### src/rtl/count_pwm_stage_pkg.sv
// Shared types and constants for the counter-driven PWM stage.
package count_pwm_stage_pkg;

  typedef enum logic {
    SYNC = 1'b0,
    RUN  = 1'b1
  } mon_state_e;

  localparam int unsigned CNT_WIDTH = 4;
  localparam int unsigned CNT_MAX   = 2**CNT_WIDTH - 1;
  localparam int unsigned DUTY_FULL = 2**CNT_WIDTH;

endpackage

### src/rtl/count_pwm_stage_if.sv
// Duty-value valid/ready channel between a duty source and the PWM stage.
interface count_pwm_stage_if #(
  parameter int unsigned WIDTH = 4
);
  logic [WIDTH:0] duty_in;
  logic           duty_valid;
  logic           duty_ready;

  modport master (output duty_in, output duty_valid, input duty_ready);
  modport slave  (input duty_in, input duty_valid, output duty_ready);
endinterface

### src/rtl/count_pwm_stage_wrap_monitor.sv
// Tracks the upstream counter: flags wraps (combinational) and sticky
// sequence errors; the first cycle after reset only seeds the history.
module count_wrap_monitor
  import count_pwm_stage_pkg::*;
#(
  parameter int unsigned WIDTH = CNT_WIDTH
) (
  input  logic             clk,
  input  logic             reset,
  input  logic [WIDTH-1:0] count_in,
  input  logic             err_clr,
  output logic             wrap,
  output logic             seq_err
);

  localparam logic [WIDTH-1:0] MAX_CNT = '1;

  mon_state_e       state_q, state_d;
  logic [WIDTH-1:0] prev_q, prev_d;
  logic             seq_err_q, seq_err_d;
  logic [WIDTH-1:0] expect_cnt;
  logic             skip;

  always_comb begin
    state_d    = RUN;
    prev_d     = count_in;
    seq_err_d  = seq_err_q;
    wrap       = 1'b0;
    skip       = 1'b0;
    expect_cnt = prev_q + WIDTH'(1);
    if (state_q == RUN) begin
      wrap = (prev_q == MAX_CNT) && (count_in == '0);
      skip = (count_in != expect_cnt);
    end
    // A fresh skip outranks a simultaneous clear.
    if (skip) begin
      seq_err_d = 1'b1;
    end else if (err_clr) begin
      seq_err_d = 1'b0;
    end
  end

  always_ff @(posedge clk) begin
    if (reset) begin
      state_q   <= SYNC;
      prev_q    <= '0;
      seq_err_q <= 1'b0;
    end else begin
      state_q   <= state_d;
      prev_q    <= prev_d;
      seq_err_q <= seq_err_d;
    end
  end

  assign seq_err = seq_err_q;

endmodule

### src/rtl/count_pwm_stage.sv
// PWM generator driven by an upstream free-running counter; duty updates are
// buffered through a one-entry pending register and applied only at wraps.
module count_pwm_stage
  import count_pwm_stage_pkg::*;
#(
  parameter int unsigned WIDTH  = CNT_WIDTH,
  parameter bit          INVERT = 1'b0
) (
  input  logic                     clk,
  input  logic                     reset,
  input  logic [WIDTH-1:0]         count_in,
  count_pwm_stage_if.slave         duty,
  input  logic                     err_clr,
  output logic                     pwm_out,
  output logic                     wrap_pulse,
  output logic [WIDTH:0]           duty_active,
  output logic                     seq_err
);

  localparam logic [WIDTH:0] FULL = {1'b1, {WIDTH{1'b0}}};

  logic           wrap;
  logic [WIDTH:0] pending_q, pending_d;
  logic           pending_vld_q, pending_vld_d;
  logic [WIDTH:0] duty_active_q, duty_active_d;
  logic           pwm_q, pwm_d;
  logic           wrap_pulse_q, wrap_pulse_d;
  logic [WIDTH:0] duty_sat;
  logic [WIDTH:0] eff_duty;
  logic           apply;

  count_wrap_monitor #(
    .WIDTH(WIDTH)
  ) u_mon (
    .clk      (clk),
    .reset    (reset),
    .count_in (count_in),
    .err_clr  (err_clr),
    .wrap     (wrap),
    .seq_err  (seq_err)
  );

  assign duty.duty_ready = !pending_vld_q;

  always_comb begin
    pending_d     = pending_q;
    pending_vld_d = pending_vld_q;
    duty_active_d = duty_active_q;
    duty_sat      = (duty.duty_in > FULL) ? FULL : duty.duty_in;
    apply         = wrap && pending_vld_q;
    eff_duty      = apply ? pending_q : duty_active_q;
    // Transfer only happens when pending is empty, so it never collides
    // with an apply; a transfer on a wrap cycle waits for the next wrap.
    if (apply) begin
      duty_active_d = pending_q;
      pending_vld_d = 1'b0;
    end
    if (duty.duty_valid && !pending_vld_q) begin
      pending_d     = duty_sat;
      pending_vld_d = 1'b1;
    end
    pwm_d        = ({1'b0, count_in} < eff_duty) ^ INVERT;
    wrap_pulse_d = wrap;
  end

  always_ff @(posedge clk) begin
    if (reset) begin
      pending_q     <= '0;
      pending_vld_q <= 1'b0;
      duty_active_q <= '0;
      pwm_q         <= 1'b0;
      wrap_pulse_q  <= 1'b0;
    end else begin
      pending_q     <= pending_d;
      pending_vld_q <= pending_vld_d;
      duty_active_q <= duty_active_d;
      pwm_q         <= pwm_d;
      wrap_pulse_q  <= wrap_pulse_d;
    end
  end

  assign pwm_out     = pwm_q;
  assign wrap_pulse  = wrap_pulse_q;
  assign duty_active = duty_active_q;

endmodule

### src/flat_wrapper.sv
// flat-port wrapper written by rule: the top's interface ports become plain ports
module count_pwm_stage_flat import count_pwm_stage_pkg::*;
#(
  parameter int unsigned WIDTH  = CNT_WIDTH,
  parameter bit          INVERT = 1'b0
)
  (clk, reset, count_in, err_clr, pwm_out, wrap_pulse, duty_active, seq_err, duty_duty_in, duty_duty_valid, duty_duty_ready);
  count_pwm_stage_if #(.WIDTH(WIDTH)) duty_i ();
  input  logic clk;
  input  logic reset;
  input  logic [WIDTH-1:0] count_in;
  input  logic err_clr;
  output logic pwm_out;
  output logic wrap_pulse;
  output logic [WIDTH:0] duty_active;
  output logic seq_err;
  input wire logic [$bits(duty_i.duty_in)-1:0] duty_duty_in;
  input wire logic [$bits(duty_i.duty_valid)-1:0] duty_duty_valid;
  output wire logic [$bits(duty_i.duty_ready)-1:0] duty_duty_ready;
  assign duty_i.duty_in = duty_duty_in;
  assign duty_i.duty_valid = duty_duty_valid;
  assign duty_duty_ready = duty_i.duty_ready;
  count_pwm_stage #(.WIDTH(WIDTH), .INVERT(INVERT)) u_core (.clk(clk), .reset(reset), .count_in(count_in), .duty(duty_i), .err_clr(err_clr), .pwm_out(pwm_out), .wrap_pulse(wrap_pulse), .duty_active(duty_active), .seq_err(seq_err));
endmodule
### config.mk
export PLATFORM = sky130hd
export DESIGN_NAME = count_pwm_stage_flat
export DESIGN_NICKNAME = d
export VERILOG_FILES = /design/src/rtl/count_pwm_stage_pkg.sv /design/src/rtl/count_pwm_stage_if.sv /design/src/rtl/count_pwm_stage_wrap_monitor.sv /design/src/rtl/count_pwm_stage.sv /design/src/flat_wrapper.sv
export SDC_FILE = /design/constraint.sdc
export NUM_CORES = 1
export LEC_CHECK = 0
export CAP_MARGIN = 10
export CORE_MARGIN = 4
export CORE_UTILIZATION = 40
export DETAILED_ROUTE_END_ITERATION = 7
export PLACE_DENSITY = 0.72
export RECOVER_POWER = 100
export SYNTH_ARGS = -nofsm -noshare
export SYNTH_HDL_FRONTEND = slang
export SYNTH_HIERARCHICAL = 1
export SYNTH_SLANG_ARGS = --single-unit
### constraint.sdc
create_clock -name clk -period 2.15 [get_ports clk]
set_input_delay 0.215 -clock clk [delete_from_list [all_inputs] [get_ports clk]]
set_output_delay 0.215 -clock clk [all_outputs]
set_load 0.01 [all_outputs]
==> flow_summary.toml, run 1 <==
[sta]
rsz0062_at_grt = "true"
fin_ws_ps = -67.5
hold_ws_ps = 459
fin_worst_skew_ps = 1.06
hold_viol = 0
fmaxAchievable_ghz = 0.451
slew_violations = 0
worstMarginPinSlew_ps = 564
tns_ps = -67.5
slew_headroom = 0.623
period_share = 1.03
min_period_ps = 2220
setup_viol = 1

[clock_network]
clockBufferDepth = 2
cts_tree = "built"
numClockSinks = 19
root_buffer = "clkbuf_4"
clk_pin_slew_ps = 100
cts_inserted_buffers = 3
insertion_delay_ps = 290
cts_max_level = 1

[synthesis]
ys.warnings.count = 6
synth_area_per_cell_sq_um = 9.54
synthTopCellsByArea = "dfxtp_1, ha_1, nor2b_1"
yosysTopAreaCell = "dfxtp_1"
ys_types = 28
synth_top_area_share = 0.459
synth_edf_count = 0
synth-seq-cells = 19
synth_most_common_cell = "dfxtp_1"
synth_fp_nets = 104
synthArstFlopShare = 0
synth_common_cells = "dfxtp_1, nand2_1, a21oi_1"
syn_area_sq_um = 830
synth_cells = 87
seq_area_frac_synth = 0.459
yosys_most_used_dff = "dfxtp_1"

[critical_path]
reg2reg_to = "u_core/pwm_out"
reg2reg_setup_slack_ps = -70
arrival_ps = 2440
end_kind = "flop"
worstRegToRegCells = 8
max_stage_delay_ps = 410
path_max_fanout = 4
path_class = "flop to flop"
regToRegStartpoint = "u_core/u_mon/prev_q[0]"
required_ps = 2370
cp_slowest_cell = "or4bb_1"
worstSetupStartpointType = "flop"
cp_cell_sequence = "ha_4 > or4bb_1 > nor2_2 > nand2_2 > mux2i_2 > ha_1 > or3_1 > o211ai_1"

[grt]
first_global_vias = 727
antenna_found_initial = 0
grt_max_degree = 16
gr-total-overflow = 0
grt_usage = 0.150
grt_first_pass_wirelength_mm = 3.09

[floorplanning]
coreArea_sq_um = 1960
ios = 22
die_area_sq_um = 2870
rows = 16
start_util = 0.423
fp.dieW_um = 53.5
die_h_um = 53.5

[routing]
drtIter0Drc = 10
wl_per_cell_um = 12.4
viasPerCell = 4.87
ant_nets = 0
vias = 736
first_pass_iters = 4
drc = 0
routed_wl_mm = 1.88

[job]
drv_cap = 0

[placement]
dp.cells = 144
io_buffer_count = 21
place_hpwl_mm = 1.41
gp_congestion = 0.707

[hold_path]
worstHoldStart = "u_core/pending_q[0]"
min_path_cells = 2
min_path_type = "flop to flop"
hold_path_end = "u_core/pending_q[0]"

[finish]
area_delta_synth_final_pct = 47.8
antenna_cells = 0
drive_above_1_share = 0.234
layout.cells.non_filler = 151
nNetsFinal = 142
utilization = 0.625

[power]
peakVddDrop_uv = 251
p_per_area_nw_per_um2 = 535
p_leak_uw = 0.000493

[status]
status = "finished, violations left"
violations = "setup timing"
==> what timing repair did <==
action,in CTS,in global routing
pin swaps,2,1
endpoints found under the setup margin,1,1
hold buffers,0,0
setup buffers,2,1
gates resized for setup,3,3
==> per-stage QoR <==
stage / instance area (sq um) / power (uW) / worst slack (ps)
4_1_cts: 1210 / 661 / -49.7
5_1_grt: 1230 / 692 / -151
2_1_floorplan: 836 / 427 / 33.4
3_5_place_dp: 1150 / 481 / -285
6_report: 1230 / 655 / -67.5
3_3_place_gp: 1150 / 477 / -207
==> power by group <==
part	internal, uW	leakage (uW)	switching [uW]
combinational	59.6	0.000321	42.0
clock	72.2	0.0000150	105
sequential	365	0.000157	11.1
total	497	0.000493	159
==> layout by cell type (no fill, tap or decap), types with 2 or more instances in the layout <==
master / netlist / final
xor2_1: 4 / 4
mux2i_2: 0 / 2
nand2_1: 9 / 9
a21oi_1: 7 / 7
buf_4: 0 / 13
inv_1: 3 / 3
nand3_1: 2 / 2
ha_1: 4 / 3
nand3b_1: 4 / 4
nor2b_1: 6 / 6
dfxtp_1: 19 / 17
nor2_1: 5 / 4
nor3_1: 3 / 2
clkdlybuf4s50_1: 0 / 21
clkbuf_4: 0 / 3
or4bb_1: 2 / 2
and3_2: 2 / 2
==> registers in the layout, summed over array words and instances, names as in the netlist <==
signal,flops
u_core/duty_active,5
u_core/pending_q,5
u_core/pending_vld_q,1
u_core/pwm_out,1
u_core/u_mon/prev_q,4
u_core/u_mon/seq_err,1
u_core/u_mon/state_q,1
u_core/wrap_pulse,1
==> logic make-up (layout without fill, tap and decap cells) <==
kind of cell	count (synthesis)	in the layout	share of synthesized area
AND/OR/NAND/NOR	38	38	0.262
flip-flops	19	19	0.459
AO/OA/AOI/OAI	14	14	0.112
XOR/XNOR	5	5	0.0528
adder cells (fa/ha/maj)	4	4	0.0603
buffers and inverters	4	41	0.0181
multiplexers	3	3	0.0362
==> critical path: cells and delay by family, from the launching register on <==
| kind | cells | cell delay [ps] |
|---|---|---|
| AOI/OAI and AO/OA | 1 | 100 |
| adders and majority gates | 2 | 410 |
| DFF | 1 | 380 |
| muxes | 1 | 230 |
| and+or+nand+nor | 4 | 1030 |
==> cell type report <==
| cell class | count | area [sq um] |
|---|---|---|
| clock buffer | 4 | 26.3 |
| fill | 195 | 736 |
| inverter | 3 | 11.3 |
| multi-input combinational | 64 | 462 |
| sequential | 19 | 385 |
| tap | 27 | 33.8 |
| timing repair buffer | 34 | 308 |
==> worst max-delay path by stage <==
stage	endpoint	slack, ps	start
finish	u_core/pwm_out	-70	u_core/u_mon/prev_q[0]
global placement	u_core/pwm_out	-210	count_in[1]
floorplan	u_core/pwm_out	30	u_core/u_mon/prev_q[0]
CTS	u_core/pwm_out	-50	u_core/u_mon/prev_q[0]
detailed placement	u_core/pwm_out	-280	count_in[1]
global route	u_core/pwm_out	-150	u_core/u_mon/prev_q[0]
==> routing by layer <==
metal,share of wire,track usage,vias to the layer above
met1,0.48,0.182,347
li1,-,-,374
met4,0.022,0.0894,0
met5,0,0,-
met2,0.47,0.249,11
met3,0.026,0.0249,4
Note: power is estimated with default switching activity, not from simulation.
==> run 2: changes to the inputs <==
Settings changed: GPL_TIMING_DRIVEN set to 0, PLACE_DENSITY 0.72 to 0.69, REMOVE_ABC_BUFFERS set to 1.
Clock period 2.15 ns to 2.41 ns, I/O delays scaled along.
==> run 2 against run 1 <==
The flow now finishes without violations. Sequential share of layout area is 2.4 points higher. Clock skew grew 4.1 ps. Critical path type unchanged. Critical endpoint unchanged. Largest cell class unchanged. Count of clock-buffer cells in the layout is the same. Combinational power fell by 23%. Fmax down 3.0%.
==> flow_summary.toml, run 2 (synthesis results as in run 1) <==
[clock_network]
cts_tree = "built"
cts_max_level = 1
root_buffer = "clkbuf_4"
numClockSinks = 19
clockBufferDepth = 2
cts_inserted_buffers = 3
insertion_delay_ps = 290
hold_buffers = 0
clk_pin_slew_ps = 110

[hold_path]
hold_path_end = "u_core/pending_q[0]"
min_path_cells = 2
worstHoldStart = "u_core/pending_q[0]"
min_path_type = "flop to flop"

[sta]
fmaxAchievable_ghz = 0.437
setup_viol = 0
slew_violations = 0
rsz0062_at_grt = "false"
tns_ps = 0
hold_ws_ps = 459
slew_headroom = 0.543
fin_ws_ps = 123
hold_viol = 0
worstMarginPinSlew_ps = 683
period_share = 0.949
fin_worst_skew_ps = 5.18
min_period_ps = 2290

[floorplanning]
fp.dieW_um = 53.5
rows = 16
die_h_um = 53.5
ios = 22
start_util = 0.423
die_area_sq_um = 2870
coreArea_sq_um = 1960

[routing]
routed_wl_mm = 1.64
viasPerCell = 5.01
ant_nets = 0
drtIter0Drc = 4
drc = 0
vias = 701
first_pass_iters = 4
wl_per_cell_um = 11.7

[finish]
multiInputGateArea_sq_um = 454
fillers = 199
final_common_cell = "dfxtp_1"
antenna_cells = 0
seqCellArea_sq_um = 382
nNetsFinal = 131
mostFrequentLayoutCells = "dfxtp_1, clkdlybuf4s50_1, dlygate4sd3_1, nand2_1, a21oi_1"
area_delta_synth_final_pct = 36.0
stdcell_area_sq_um = 1130
drive_above_1_share = 0.124

[critical_path]
worstSetupStartpointType = "flop"
reg2reg_setup_slack_ps = 120
path_class = "flop to flop"
required_ps = 2630
end_kind = "flop"
regToRegStartpoint = "u_core/u_mon/prev_q[0]"
crit_path_start = "u_core/u_mon/prev_q[0]"
reg2reg_to = "u_core/pwm_out"
path_max_fanout = 5
arrival_ps = 2510
worstRegToRegCells = 8

[placement]
gp_congestion = 0.672
placed_area_sq_um = 1070
io_buffer_count = 21
place_hpwl_mm = 1.23
preCtsSetupSlack_ps = -347

[grt]
first_global_vias = 614
grt_first_pass_wirelength_mm = 2.77
antenna_found_initial = 0
gr-total-overflow = 0
grt_usage = 0.133
grt_max_degree = 20

[status]
status = "complete, no violations"

[power]
p_leak_uw = 0.000483
p_per_area_nw_per_um2 = 505
peakVddDrop_uv = 303

[job]
drv_cap = 0
## run 2: worst max-delay path, stage by stage (launching register included)
cell	delay, ps
dfxtp_2	370
ha_1	170
or4bb_4	550
nor2_4	120
nand2_4	90
mux2i_2	220
ha_1	260
or3_1	340
o211ai_1	90
## run 2: timing repair
action                     CTS  global route
pin swaps                    1             0
setup endpoints to repair    1             1
setup buffers                1             1
gates resized for setup      2             6
## run 2: cell type report
cell class              count  area share
well taps                  27      0.0299
repair buffers             23       0.196
inverters                   3     0.00998
multi-input cells          64       0.402
flip-flops and latches     19       0.338
clock buffers               4      0.0233
## run 2: per-layer routing
| metal | vias to the layer above | track usage | share of wire |
|---|---|---|---|
| li1 | 359 | - | - |
| met1 | 325 | 0.176 | 0.48 |
| met2 | 15 | 0.200 | 0.47 |
| met3 | 2 | 0.0166 | 0.032 |
| met4 | 0 | 0.0894 | 0.016 |
| met5 | - | 0 | 0 |
## run 2: worst max path at each step
stage                      to  slack [ps]
2_1_floorplan  u_core/pwm_out         120
3_3_place_gp   u_core/pwm_out        -350
3_5_place_dp   u_core/pwm_out        -350
4_1_cts        u_core/pwm_out          50
5_1_grt        u_core/pwm_out          10
6_report       u_core/pwm_out         120
## run 2: stage by stage
stage | util | instances | power (uW)
floorplan | - | 86 | 378
global placement | 0.545 | 134 | 419
detailed placement | 0.545 | 134 | 421
CTS | 0.566 | 139 | 577
global route | 0.575 | 140 | 599
finish | 0.575 | 140 | 570
## run 2: power by group
group	total, uW	switching [uW]	internal [uW]
logic	78.6	34.7	43.9
registers	334	8.16	326
clock network	157	93.1	64.3
total	570	136	434
==> run 3: changes to the inputs <==
Settings changed: DONT_BUFFER_PORTS set to 1, PLACE_DENSITY 0.69 to 0.55.
==> run 3 against run 2 <==
Via count is 13% lower. Routed wire length is 6.1% lower. Global-route usage is 0.82 points lower. Combinational power is 39% lower. Total power is 5.7% lower. Non-clock buffer count is 20 lower. Clock skew is 4.1 ps lower. Sequential power hardly changed. Worst hold slack worse by 380 ps. Count of clock-buffer cells in the layout stayed put. Register-to-register slack hardly changed. Critical path type unchanged. Critical endpoint unchanged.
==> flow_summary.toml, run 3 (synthesis results as in run 1) <==
[critical_path]
worst-path-stages = 8
max_stage_delay_ps = 540
arrival_ps = 2520
cp_cell_sequence = "ha_1 > or4bb_4 > nor2_4 > nand2_4 > mux2i_2 > ha_1 > or3_1 > o211ai_1"
crit_path_start = "u_core/u_mon/prev_q[0]"
worstRegToRegCells = 8
path_buf_inv = 0
regToRegStartpoint = "u_core/u_mon/prev_q[0]"
cp_slowest_cell = "or4bb_4"
reg2reg_setup_slack_ps = 110
path_max_fanout = 5
required_ps = 2630
critical_path.most_common_cell = "ha_1"
worstSetupStartpointType = "flop"
cp_top_family = "simple AND/OR/NAND/NOR gates"
end_kind = "flop"
path_class = "flop to flop"

[clock_network]
cts_inserted_buffers = 3
insertion_delay_ps = 290
root_buffer = "clkbuf_4"
numClockSinks = 19
clockBufferDepth = 2
cts_max_level = 1
clk_pin_slew_ps = 100
cts_tree = "built"

[floorplanning]
die_area_sq_um = 2870
ios = 22
coreArea_sq_um = 1960
start_util = 0.423
fp.dieW_um = 53.5
die_h_um = 53.5
rows = 16

[finish]
nNetsFinal = 111
mostFrequentLayoutCells = "dfxtp_1, nand2_1, a21oi_1, nor2b_1"
drive_above_1_share = 0.172
area_delta_synth_final_pct = 12.8
utilization = 0.477
final_common_cell = "dfxtp_1"
stdcell_area_sq_um = 936
antenna_cells = 0
fillers = 214

[hold_path]
min_path_type = "input port to flop"
min_path_cells = 1
worstHoldStart = "count_in[1]"

[grt]
antenna_found_initial = 0
grt_first_pass_wirelength_mm = 2.48
first_global_vias = 568
grt_max_degree = 17
grt_util_met3 = 0.0748
grt_usage = 0.125
grt_busiest_layer = "met2"
met1_usage = 0.146
gr-total-overflow = 0
grt_use_met2 = 0.184

[sta]
tns_ps = 0
min_period_ps = 2300
hold_ws_ps = 74.6
setup_viol = 0
worstMarginPinSlew_ps = 593
hold_viol = 0
slew_headroom = 0.603
fmaxAchievable_ghz = 0.435
slew_violations = 0
period_share = 0.955
fin_worst_skew_ps = 1.06

[routing]
viasPerCell = 5.06
routed_wl_mm = 1.54
wl_per_cell_um = 12.8
drtIter0Drc = 5
ant_nets = 0
drc = 0
first_pass_iters = 4
vias = 607

[placement]
placed_area_sq_um = 860
gp_congestion = 0.713
place_hpwl_mm = 1.09
io_buffer_count = 0

[power]
p_leak_uw = 0.000382
peakVddDrop_uv = 430
total_power_uw = 538
p_per_area_nw_per_um2 = 575

[job]
drv_cap = 0

[status]
status = "complete, no violations"
==> run 3: cell types whose count changed in the layout (fill, tap and decap cells not counted), sizes merged <==
cell           previous run  this run
dlygate4sd3              10         1
buf                       1         2
clkbuf                    5         4
clkdlybuf4s50            11         0
==> run 3: timing repair <==
action	4_1_cts	5_1_grt
buffers inserted	1	1
gates cloned	0	0
endpoints found under the setup margin	1	1
pin swaps	1	0
hold endpoints to repair	16	0
resized for setup	3	4
hold buffers	1	0
==> run 3: power breakdown <==
part	internal, uW	switching, uW	leakage (uW)
Sequential	326	9.76	0.000156
Clock	64.4	89.5	0.0000150
Combinational	23.9	24.3	0.000211
==> run 3: area by class of cell <==
class                      count  area (sq um)  area share
inverter                       3          11.3      0.0120
tap                           27          33.8      0.0361
multi-input combinational     64           458       0.489
timing repair buffer           3          25.0      0.0267
sequential                    19           382       0.408
clock buffer                   4          26.3      0.0281
==> run 3: path summary, 6_finish.rpt <==
| path | end |
|---|---|
| setup / recovery | u_core/pwm_out |
| hold reg to reg | u_core/pending_q[0] |
| hold / removal | u_core/u_mon/prev_q[1] |
| setup reg to reg | u_core/pwm_out |
==> run 3: metal layers <==
| metal | up-vias | wire length, um |
|---|---|---|
| met1 | 279 | 718 |
| met3 | 2 | 130 |
| li1 | 311 | - |
| met4 | 0 | 18 |
| met5 | - | 0 |
| met2 | 15 | 673 |
==> run 3: through the flow <==
stage	setup slack (ps)	instances
finish	109	120
global route	-9.70	120
CTS	34.0	119
detailed placement	-141	113
global placement	-126	113
floorplan	118	86
